===== src/rtl/cic_interp_sched.sv =====
// Rate scheduler for the CIC interpolator feeding the delta-sigma modulator.
// Buffers one input-rate sample and follows the modulator's request strobe.
// Each request produces one integrator step. Every R-th request, on phase 0,
// the buffered sample is forwarded to the comb stage. The remaining phases
// are zero-stuffed. An empty buffer on a sample phase sets a sticky underrun.
module cic_interp_sched #(
  parameter int WIDTH  = 16,
  parameter int RATE_W = 8
) (
  input  logic              aclk,
  input  logic              arst_n,
  input  logic              cfg_en,
  input  logic [RATE_W-1:0] cfg_rate,
  input  logic              cfg_clr,
  input  logic [WIDTH-1:0]  s_axis_tdata,
  input  logic              s_axis_tvalid,
  output logic              s_axis_tready,
  input  logic              mod_req,
  output logic [WIDTH-1:0]  comb_tdata,
  output logic              comb_tvalid,
  output logic              integ_en,
  output logic              stuff_zero,
  output logic [RATE_W-1:0] phase,
  output logic              underrun,
  output logic              busy
);

  typedef enum logic [1:0] {
    IDLE  = 2'd0,
    PRIME = 2'd1,
    RUN   = 2'd2
  } state_t;

  localparam logic [RATE_W-1:0] RATE_ONE = RATE_W'(1);

  state_t            state_q;
  logic [RATE_W-1:0] r_q;
  logic [RATE_W-1:0] phase_q;
  logic [WIDTH-1:0]  buf_q;
  logic [WIDTH-1:0]  buf_d;
  logic              buf_full_q;
  logic              buf_full_d;
  logic              underrun_q;
  logic              underrun_d;
  logic [WIDTH-1:0]  comb_tdata_q;
  logic              comb_tvalid_q;
  logic              integ_en_q;
  logic              stuff_zero_q;

  logic [RATE_W-1:0] rate_eff;
  logic              sample_phase;
  logic              consume;
  logic              load;
  logic              phase_last;

  // A ratio of zero would never wrap, so it is treated as one.
  assign rate_eff     = (cfg_rate == '0) ? RATE_ONE : cfg_rate;
  assign sample_phase = cfg_en & (state_q == RUN) & mod_req & (phase_q == '0);
  assign consume      = sample_phase & buf_full_q;
  assign phase_last   = (phase_q == (r_q - RATE_ONE));

  // Ready depends only on state and the request, never on tvalid.
  assign s_axis_tready = cfg_en & (~buf_full_q | consume);
  assign load          = s_axis_tvalid & s_axis_tready;

  // Next state of the holding register: flush on disable; a load wins over a consume.
  always_comb begin
    buf_d      = buf_q;
    buf_full_d = buf_full_q;
    if (!cfg_en) begin
      buf_full_d = 1'b0;
    end else begin
      if (consume) begin
        buf_full_d = 1'b0;
      end
      if (load) begin
        buf_full_d = 1'b1;
        buf_d      = s_axis_tdata;
      end
    end
  end

  // Sticky underrun: a new event takes priority over a clear in the same cycle.
  always_comb begin
    underrun_d = underrun_q;
    if (cfg_clr) begin
      underrun_d = 1'b0;
    end
    if (sample_phase && !buf_full_q) begin
      underrun_d = 1'b1;
    end
  end

  // Holding register and underrun flag.
  always_ff @(posedge aclk) begin
    if (!arst_n) begin
      buf_q      <= '0;
      buf_full_q <= 1'b0;
      underrun_q <= 1'b0;
    end else begin
      buf_q      <= buf_d;
      buf_full_q <= buf_full_d;
      underrun_q <= underrun_d;
    end
  end

  // Run FSM: phase counter, ratio latch and registered strobes to comb and integrator.
  always_ff @(posedge aclk) begin
    if (!arst_n) begin
      state_q       <= IDLE;
      r_q           <= RATE_ONE;
      phase_q       <= '0;
      comb_tdata_q  <= '0;
      comb_tvalid_q <= 1'b0;
      integ_en_q    <= 1'b0;
      stuff_zero_q  <= 1'b0;
    end else begin
      comb_tvalid_q <= 1'b0;
      integ_en_q    <= 1'b0;
      stuff_zero_q  <= 1'b0;
      if (!cfg_en) begin
        state_q <= IDLE;
        phase_q <= '0;
      end else begin
        case (state_q)
          IDLE: begin
            state_q <= PRIME;
            r_q     <= rate_eff;
            phase_q <= '0;
          end
          PRIME: begin
            if (buf_full_q) begin
              state_q <= RUN;
            end
          end
          RUN: begin
            if (mod_req) begin
              integ_en_q <= 1'b1;
              if (phase_q == '0) begin
                comb_tvalid_q <= 1'b1;
                comb_tdata_q  <= buf_full_q ? buf_q : '0;
              end else begin
                stuff_zero_q <= 1'b1;
              end
              if (phase_last) begin
                phase_q <= '0;
                r_q     <= rate_eff;
              end else begin
                phase_q <= phase_q + RATE_ONE;
              end
            end
          end
          default: begin
            state_q <= IDLE;
          end
        endcase
      end
    end
  end

  assign comb_tdata  = comb_tdata_q;
  assign comb_tvalid = comb_tvalid_q;
  assign integ_en    = integ_en_q;
  assign stuff_zero  = stuff_zero_q;
  assign phase       = phase_q;
  assign underrun    = underrun_q;
  assign busy        = (state_q != IDLE);

endmodule


===== config.mk =====
export PLATFORM = sky130hd
export DESIGN_NAME = cic_interp_sched
export DESIGN_NICKNAME = d
export VERILOG_FILES = /design/src/rtl/cic_interp_sched.sv
export SDC_FILE = /design/constraint.sdc
export NUM_CORES = 1
export LEC_CHECK = 0
export CORE_MARGIN = 2
export CORE_UTILIZATION = 42
export DETAILED_ROUTE_END_ITERATION = 8
export PLACE_DENSITY = 0.69
export SLEW_MARGIN = 15
export SYNTH_ARGS = -nofsm -noshare
export SYNTH_HDL_FRONTEND = slang
export SYNTH_SLANG_ARGS = --single-unit

===== constraint.sdc =====
create_clock -name aclk -period 6.8 [get_ports aclk]
set_input_delay 1.36 -clock aclk [delete_from_list [all_inputs] [get_ports aclk]]
set_output_delay 1.36 -clock aclk [all_outputs]
set_load 0.01 [all_outputs]

* After elaboration in Yosys (flattened, before gate mapping)
Index checks and enable logic that the tools add are counted.
** Storage, ports and cells
- Flip-flop bits (word level) :: 55
- Bits of input ports :: 30
- Output and inout bits :: 30
- Word-level logic and storage cells :: 61
** Operators by class
- $add $sub $neg :: 2
- Equality and inequality tests :: 6
- Mux-type cells :: 17
- Bitwise operators :: 9
- Reduce and logical (&&, ||, !) cells :: 17
** Operator list (number)
- two-way mux 8 bit :: 5
- case mux 8 bit (2 select lines) :: 2
- logical NOT 8 bit :: 2
- two-way mux 16 bit :: 1
- AND reduction 4 bit :: 3
- adder 8 x 1 -> 8 bit (second input constant) :: 1
- == test 8 bit :: 1
- AND reduction 2 bit :: 4
- nonzero test 2 bit :: 4
- subtractor 8 x 1 -> 8 bit (second input constant) :: 1
- two-way mux 1 bit :: 7
- bitwise AND 1 bit :: 6
- inequality test 2 bit (second input constant) :: 3
- case mux 2 bit (3 select lines) :: 1
- AND reduction 3 bit :: 1
- == test 2 x 1 -> 1 bit (second input constant) :: 1
- == test 2 bit (second input constant) :: 1
- logical NOT 2 bit :: 1
- two-way mux 2 bit :: 1
- NOT 1 bit :: 2
- logical AND 1 bit :: 1
- logical NOT 1 bit :: 1
- bitwise OR 1 bit :: 1

* Logic depth before layout (Yosys ltp)
Gate-level depths: netlist of the first run.
- Depth after elaboration :: 9
- Gate-level depth with buffers :: 9
- Depth with buffers taken out :: 8

* Worst setup path after synthesis of the first run
OpenSTA, ideal clock, no wires.
- Path kind :: input -> output
- From :: input mod_req
- To :: output s_axis_tready
- Arrival time :: 2.415 ns
- Data required time :: 5.440 ns
- Setup slack :: 3.025 ns
- Stages :: 5
- Path buffers :: 1
- Cell sequence :: inv_1 nor2_1 nand3_1 clkbuf_1 a21boi_0
** Between the ends
- Word-level cells in the longest chain between the ends :: 5
** Ends and longest elaborated chain
- start: declaration :: line 18 : input logic mod_req,
- bitwise AND 1 bit (2 in a row) :: line 58 : assign sample_phase = cfg_en & (state_q == RUN) & mod_req & (phase_q == '0);
- bitwise AND 1 bit :: line 59 : assign consume = sample_phase & buf_full_q;
- bitwise OR 1 bit :: line 63 : assign s_axis_tready = cfg_en & (~buf_full_q | consume);
- bitwise AND 1 bit :: line 63
- end: declaration :: line 17 : output logic s_axis_tready,
No other way between the ends.

* Final worst setup path of the first run
Ends and elaborated chain as after synthesis.

==> summary.txt, run 1 <==
Logic synthesis
  • Synth unique cells: 44
  • Top cell type's share of synthesized area: about 44%
  • Primary FF master, synth: dfxtp_1
  • Syn Inst Count: about 280
  • Largest cells by area after synthesis: dfxtp_1 (44%), mux2i_1 (9.3%), nand2_1 (7.1%), nand3_1 (4.8%), a21boi_0 (4.8%)
  • Fraction of registers with async set/reset: 0%
  • Yosys top cell by area: dfxtp_1
  • Post-synth EDFFs: 0
  • Commonest cells post-synth: dfxtp_1 (55), nand2_1 (47), nand3_1 (24), mux2i_1 (23), nor2b_1 (17)
  • Post-synthesis register bit count: 55
  • Synth warn: 0
  • Post-synthesis sequential area ratio: 44.42%
  • Top-count cell post-synth: dfxtp_1
  • Post-synthesis instance area: roughly 2500 um^2
  • Avg Cell Area, Syn: about 8.9 um^2
  • Post-synth net total: slightly above 300

Timing
  • Clock Skew: between 10 and 15 ps
  • Final hold violation count: 0
  • Fin. max-slew vios: 0
  • Unrepaired setup endpoints after global routing: no
  • Period Utilization, post-route: around 74%
  • Worst slew pin tran: ~790 ps
  • Minimum clock period: between 5000 and 6000 ps
  • Relative slew slack: between 40% and 50%
  • Setup violations, final: 0
  • WHS: about 470 ps
  • Fmax: 198.3 MHz
  • Final Worst Setup Slack: 1756 ps
  • Final setup TNS: 0 ps

Clocking
  • Quantity of hold-fixing buffers added after cts: 0
  • CTS tree: yes
  • Total CTS buffers: 5
  • Post-CTS resize count: 0
  • Worst skew pair latency: 310 ps
  • Clock Path Buffers: 2
  • CTS clk-pin slew, worst paths: 100 ps
  • Root Buffer: clkbuf_8
  • Post-CTS setup buffer count: 0
  • Clock sinks: between 50 and 60
  • # H-tree levels: 2

Worst setup path
  • Most used cell, CP: clkdlybuf4s50_1
  • CP Class: in -> out
  • Cells along the critical path: clkdlybuf4s50_1 > inv_1 > nor2_1 > nand3_1 > a21boi_0 > clkdlybuf4s50_1
  • Critical Path Source Type: input pin
  • Critical Path AT: about 3700 ps
  • Slowest cell on crit path: clkdlybuf4s50_1
  • Crit path capture type: primary output
  • Worst Path Required: approximately 5400 ps
  • Max incr delay on CP: about 580 ps
  • Buf/Inv on CP: 3
  • Largest delay share family, worst path: buffers and inverters
  • Critical path fanouts, max: 18

Drt
  • Iteration-0 DRC Markers: ~110
  • DRT Pass-1 Iters: 4
  • Via density: ~5.1
  • DRC: 0
  • Final wirelength: ~5.2 mm
  • Antenna Nets Post-Route: 0
  • Vias: 2078
  • Wire per inst: about 13 um

Floorplanning
  • I/O pin count: 60
  • FP Rows: 27
  • Die Y: a little over 80 um
  • Die width: 80.82 um
  • Die area: between 6000 and 7000 um^2
  • Core box area: roughly 5600 um^2
  • Starting Density: about 44%

GRT
  • First-pass GRT wire length: ~8.6 mm
  • Largest net degree at the start of global routing: 52
  • Antenna violations before repair: 0
  • GR Util All Layers: 16.91%
  • Grt total ovfl: 0
  • Number of global-route vias before repair: approximately 1900

Placed design
  • Place WS: around 1700 ps
  • Hpwl dp: 3.738 mm
  • Dpl cells: between 300 and 400
  • Area post-placement: between 3000 and 4000 um^2
  • PortBufs: a little under 60
  • GP Congestion: 0.7776

Run
  • Max cap viols: 0

Finish
  • N_diodes: 0
  • Finished Layout Cells: slightly above 400
  • Final instance area: approximately 3200 um^2
  • Core Util, Final: ~58%
  • Share of layout cells above drive strength 1: around 4.2%
  • # nets final: 365
  • Area delta synth->final: 30.49%

Pwr
  • Peak VDD IR: 0.1061 mV
  • Total Power: 634.3 uW
  • Power per Cell Area: between 150 and 200 nW/um^2
  • Leakage power: between 1 and 1.5 nW

Run status
  • Status: finished, final reports clean

Hold path
  • Hold WC Path Type: reg -> reg
==> cell type report <==
cell class,instances,area [um^2]
fillers,556,2374
multi-input cells,201,1289
flip-flops and latches,55,1101
repair buffers,61,605.6
well taps,72,90.09
clock buffers,5,68.82
clock inverters,3,50.05
inverters,8,30.03
==> path summary, 6_finish.rpt <==
path                          start                           to  slack [ps]  depth (start not counted)
min          buf_q[15]$_SDFFE_PN0P_  comb_tdata[15]$_SDFFE_PN0P_         470                          2
max reg2reg     r_q[2]$_SDFFE_PN0P_          r_q[0]$_SDFFE_PN1P_        4010                          6
max                         mod_req                s_axis_tready        1760                          6
min reg2reg  buf_q[15]$_SDFFE_PN0P_  comb_tdata[15]$_SDFFE_PN0P_         470                          2
==> placed cells by master, fill, tap and decap left out, drive strengths merged, types with 2 or more instances in the layout <==
| cell | n |
|---|---|
| nand2b | 2 |
| o311ai | 2 |
| a31oi | 6 |
| clkbuf | 5 |
| a32oi | 2 |
| a211oi | 2 |
| dfxtp | 55 |
| nor2 | 11 |
| xor2 | 4 |
| nor4 | 2 |
| o21ai | 2 |
| nor2b | 17 |
| a21oi | 7 |
| nand3 | 24 |
| nand2 | 47 |
| nand4 | 2 |
| buf | 2 |
| clkdlybuf4s50 | 59 |
| a21boi | 16 |
| ha | 3 |
| and3 | 3 |
| or3b | 2 |
| nor3 | 5 |
| inv | 9 |
| mux2i | 23 |
| xnor2 | 5 |
==> state kept, by name (all words and copies together) (netlist names) <==
register / cells
buf_q: 16
comb_tdata: 16
buf_full_q: 1
state_q: 2
phase: 8
r_q: 8
underrun: 1
stuff_zero: 1
comb_tvalid: 1
integ_en: 1
==> per-layer routing <==
layer  global-route usage [%]  vias to the layer above  part of all wire (%)
li1                         -                     1069                     -
met1                    23.74                      953                    50
met2                    25.79                       54                    44
met3                    3.667                        2                   4.7
met4                    5.593                        0                  0.52
met5                        0                        -                     0
==> worst register-to-register path: cells and delay by family, from the launching register on <==
family / cells / cell delay [ps]
AO/OA/AOI/OAI: 3 / 1080
flip-flops: 1 / 390
multiplexers: 1 / 360
AND/OR/NAND/NOR: 2 / 850
==> cell families after synthesis <==
kind of cell | after synthesis | synth area share (%)
AOI/OAI and AO/OA | 43 | 12.97
xor gates and xnor gates | 9 | 3.180
adders and majority gates | 3 | 1.515
buffers and inverters | 21 | 3.584
DFF | 55 | 44.42
muxes | 24 | 9.742
and+or+nand+nor | 122 | 24.58
==> report_power, final <==
group          internal, mW  total, mW  switching, mW
Clock                 0.114      0.227          0.113
Sequential            0.330      0.339        0.00878
Combinational        0.0381     0.0683         0.0302
(Power assumes the default switching activity.)
==> inputs of run 2 (changes only) <==
Settings changed: PLACE_DENSITY 0.69 to 0.72.
Clock period 6.8 ns to 4.3 ns, I/O delays scaled along.
==> summary.txt, run 2 (synthesis gave the netlist of run 1 again) <==
GRT
  • GR Util All Layers: around 17%
  • Antenna violations before repair: 0
  • Largest net degree at the start of global routing: just over 50
  • First-pass GRT wire length: 8.894 mm
  • Grt total ovfl: 0
  • Number of global-route vias before repair: ~1900

Worst setup path
  • Worst Reg-to-Reg Cells: 6
  • Crit path capture type: primary output
  • CP Class: reg -> out
  • Critical path fanouts, max: 5
  • Worst Path Required: 3440 ps
  • Critical Path Source Type: flop
  • Critical Path AT: ~2700 ps

Floorplanning
  • Core box area: between 5000 and 6000 um^2
  • I/O pin count: 60
  • Die Y: a little over 80 um
  • Starting Density: between 40% and 50%
  • FP Rows: 27
  • Die area: roughly 6500 um^2
  • Die width: 80.82 um

Clocking
  • Clock Path Buffers: 2
  • Post-CTS setup buffer count: 0
  • CTS tree: yes
  • Post-CTS resize count: 0
  • CTS clk-pin slew, worst paths: ~90 ps
  • Total CTS buffers: 5
  • Root Buffer: clkbuf_8
  • Clock sinks: 55
  • Worst skew pair latency: 300 ps
  • # H-tree levels: 2
  • Quantity of hold-fixing buffers added after cts: 0

Placed design
  • GP Congestion: 0.7943
  • Area post-placement: about 3100 um^2
  • Dpl cells: roughly 400
  • PortBufs: 59
  • Hpwl dp: roughly 3.9 mm

Timing
  • Fmax: 277.6 MHz
  • Minimum clock period: roughly 3600 ps
  • Final setup TNS: 0 ps
  • Worst slew pin tran: ~840 ps
  • Clock Skew: ~7.5 ps
  • Fin. max-slew vios: 0
  • Final hold violation count: 0
  • Period Utilization, post-route: 83.78%
  • Setup violations, final: 0
  • Unrepaired setup endpoints after global routing: no
  • Relative slew slack: between 40% and 50%
  • WHS: approximately 470 ps

Drt
  • Wire per inst: roughly 13 um
  • Iteration-0 DRC Markers: around 150
  • Via density: between 5 and 6
  • Final wirelength: ~5.4 mm
  • Antenna Nets Post-Route: 0
  • DRC: 0
  • DRT Pass-1 Iters: 4
  • Vias: between 2000 and 2500

Finish
  • Area delta synth->final: 29.08%
  • # nets final: around 370
  • Commonest cells after routing, fill and taps aside: clkdlybuf4s50_1 (59), dfxtp_1 (55), nand2_1 (47), nand3_1 (24), mux2i_1 (23)
  • Final instance area: 3199 um^2
  • Share of layout cells above drive strength 1: about 4%
  • Fillers: about 520
  • Most common cell after layout, fill and taps aside: clkdlybuf4s50_1
  • N_diodes: 0
  • Finished Layout Cells: between 400 and 500

Hold path
  • Hold WC Path Type: reg -> reg
  • Hold Crit Depth: 2

Pwr
  • Leakage power: roughly 1.1 nW
  • Peak VDD IR: about 0.17 mV
  • Power per Cell Area: approximately 280 nW/um^2

Run
  • Max cap viols: 0

Run status
  • Status: finished, final reports clean
-- run 2: changes by cell type in the layout (fill, tap and decap cells not counted), sizes merged --
cell / previous run / this run
bufinv: 1 / 0
clkinvlp: 0 / 1
inv: 9 / 7
buf: 2 / 3
-- run 2: per-layer routing --
metal	track usage, %	vias up	part of all wire (%)
met5	0	-	0
met4	4.576	0	0.50
met3	4.222	4	5.6
met2	29.34	49	49
met1	22.04	941	45
li1	-	1078	-
-- run 2: per-stage QoR --
step / total power, mW / setup WS, ps / utilization [%]
global route: 0.9589 / 491.5 / 57.05
floorplan: 0.6120 / 1286 / -
finish: 0.9098 / 697.3 / 57.05
detailed placement: 0.6574 / 799.4 / 55.69
CTS: 0.9245 / 683.2 / 57.05
global placement: 0.6552 / 820.5 / 55.69
-- run 2: power by group --
part | total (mW) | internal, mW | switching (mW) | leakage [nW]
logic | 0.109 | 0.0603 | 0.0483 | 0.650
clock network | 0.265 | 0.109 | 0.156 | 0.0361
registers | 0.537 | 0.522 | 0.0141 | 0.447
total | 0.910 | 0.691 | 0.219 | 1.13
-- run 2: cell type report --
class	instances	area, um^2	share of cell area [%]
clock buffers	5	68.82	2.151
clock inverters	1	7.507	0.2346
inverters	8	30.03	0.9386
multi-input cells	201	1289	40.28
flip-flops and latches	55	1101	34.42
well taps	72	90.09	2.816
repair buffers	62	613.1	19.16
-- run 2: path summary, 6_finish.rpt --
path	start	end	slack (ps)
min reg2reg	comb_tdata[8]$_SDFFE_PN0P_	comb_tdata[8]$_SDFFE_PN0P_	470
max	phase[0]$_SDFFE_PN0P_	s_axis_tready	700
min	comb_tdata[8]$_SDFFE_PN0P_	comb_tdata[8]$_SDFFE_PN0P_	470
max reg2reg	r_q[0]$_SDFFE_PN1P_	r_q[0]$_SDFFE_PN1P_	1480
-- run 2: critical path, stage by stage, from the launching register on --
cell	delay, ps
dfxtp_1	370
inv_1	110
ha_1	160
or4b_1	450
nor4_2	380
nand3_1	160
a21boi_0	250
clkdlybuf4s50_1	580
==> inputs of run 3 (changes only) <==
Settings changed: PLACE_DENSITY 0.72 to 0.69.
Clock period 4.3 ns to 3.4 ns, I/O delays scaled along.
==> summary.txt, run 3 (synthesis gave the netlist of run 1 again) <==
Drt
  • Iteration-0 DRC Markers: between 100 and 150
  • Via density: 5.154
  • Vias: between 2000 and 2500
  • DRC: 0
  • Wire per inst: 13.20 um
  • Final wirelength: 5.399 mm
  • DRT Pass-1 Iters: 4
  • Antenna Nets Post-Route: 0

Floorplanning
  • Starting Density: 44.20%
  • Die area: ~6500 um^2
  • Die width: around 80 um
  • Core box area: around 5600 um^2
  • Die Y: a little over 80 um
  • I/O pin count: 60
  • FP Rows: 27

Placed design
  • Place WS: between 400 and 500 ps
  • Hpwl dp: 3.849 mm
  • PortBufs: between 50 and 60
  • GP Congestion: about 0.79
  • Dpl cells: 401

Worst setup path
  • Max incr delay on CP: ~580 ps
  • Crit path capture type: primary output
  • Buf/Inv on CP: 2
  • Critical Path AT: roughly 2500 ps
  • Cells along the critical path: inv_1 > ha_1 > or4b_1 > nor4_2 > nand3_1 > a21boi_0 > clkdlybuf4s50_1
  • Worst Path Required: around 2700 ps
  • Slowest cell on crit path: clkdlybuf4s50_1
  • Largest delay share family, worst path: simple AND/OR/NAND/NOR gates
  • CP Class: reg -> out
  • Critical path fanouts, max: 5
  • Critical Path Source Type: flop

Pwr
  • Sw Share: 24.41%
  • Logic pwr share: about an eighth
  • Peak VDD IR: roughly 0.24 mV
  • Clock network fraction of design power: roughly a third
  • Leakage power: about 1.2 nW
  • P_int: approximately 900 uW
  • Psw: around 290 uW
  • Power per Cell Area: 369.3 nW/um^2
  • Seq pwr share: 56.4%

Clocking
  • Root Buffer: clkbuf_8
  • # H-tree levels: 2
  • CTS clk-pin slew, worst paths: around 100 ps
  • Quantity of hold-fixing buffers added after cts: 0
  • Clock Path Buffers: 2
  • Total CTS buffers: 5
  • Post-CTS setup buffer count: 0
  • Worst skew pair latency: ~310 ps
  • Clock sinks: 55
  • Post-CTS resize count: 0
  • CTS tree: yes

Timing
  • Final hold violation count: 0
  • Unrepaired setup endpoints after global routing: no
  • Relative slew slack: about 60%
  • Fmax: about 310 MHz
  • Fin. max-slew vios: 0
  • Final setup TNS: 0 ps
  • Period Utilization, post-route: 94.51%
  • Final Worst Setup Slack: 186.6 ps
  • Setup violations, final: 0
  • Minimum clock period: ~3200 ps
  • WHS: between 400 and 500 ps
  • Worst slew pin tran: a little under 600 ps
  • Clock Skew: a little under 10 ps

GRT
  • Number of global-route vias before repair: between 1500 and 2000
  • Grt total ovfl: 0
  • First-pass GRT wire length: around 9.1 mm
  • Antenna violations before repair: 0
  • GR Util All Layers: between 10% and 20%
  • Largest net degree at the start of global routing: 51

Run status
  • Status: finished, final reports clean

Run
  • Max cap viols: 0

Hold path
  • Hold WC Path Type: reg -> reg

Finish
  • Most common cell after layout, fill and taps aside: clkdlybuf4s50_1
  • # nets final: 369
  • Finished Layout Cells: slightly above 400
  • N_diodes: 0
  • Share of layout cells above drive strength 1: 5.341%
  • Commonest cells after routing, fill and taps aside: clkdlybuf4s50_1 (59), dfxtp_1 (55), nand2_1 (47), nand3_1 (24), mux2i_1 (23)
  • Core Util, Final: between 50 and 60%
  • Area delta synth->final: 30.79%
[run 3: cell type report]
cell class                 count  area (um^2)
tap                           72        90.09
clock buffer                   6        82.58
fill                         506         2366
timing repair buffer          65        635.6
clock inverter                 2        13.76
sequential                    55         1101
multi-input combinational    201         1289
inverter                       8        30.03
[run 3: path summary, 6_finish.rpt]
| check | end | slack [ps] | from | cells after the start |
|---|---|---|---|---|
| setup / recovery | s_axis_tready | 190 | phase[0]$_SDFFE_PN0P_ | 7 |
| hold reg to reg | comb_tdata[11]$_SDFFE_PN0P_ | 470 | comb_tdata[11]$_SDFFE_PN0P_ | 2 |
| hold / removal | comb_tdata[11]$_SDFFE_PN0P_ | 470 | comb_tdata[11]$_SDFFE_PN0P_ | 2 |
| setup reg to reg | r_q[0]$_SDFFE_PN1P_ | 560 | r_q[0]$_SDFFE_PN1P_ | 8 |
[run 3: power groups by stage]
stage / clock, mW / sequential (mW) / combinational [mW]
CTS: 0.393 / 0.675 / 0.144
finish: 0.379 / 0.675 / 0.143
floorplan: 0 / 0.687 / 0.0875
global route: 0.421 / 0.678 / 0.158
global placement: 0 / 0.689 / 0.141
detailed placement: 0 / 0.690 / 0.143
[run 3: per-layer routing]
layer	global-route usage, %	up-vias	part of all wire (%)
met1	23.76	977	48
met3	4.778	2	4.9
met4	4.068	0	0.43
li1	-	1078	-
met2	28.26	51	46
met5	0	-	0
[run 3: worst reg2reg max path, delay by kind of cell, from the launching register on]
kind,cells,cell delay [ps]
DFF,1,350
AOI/OAI and AO/OA,2,1020
buffers and inverters,1,80
and+or+nand+nor,2,610
xor gates and xnor gates,1,100
muxes,1,360
adders and majority gates,1,220
[run 3: stage by stage]
step | power (mW) | cell area (um^2)
after CTS | 1.211 | 3242
final | 1.197 | 3242
after global placement | 0.8302 | 3146
after floorplan | 0.7740 | 2479
after detailed placement | 0.8325 | 3146
after global routing | 1.257 | 3242
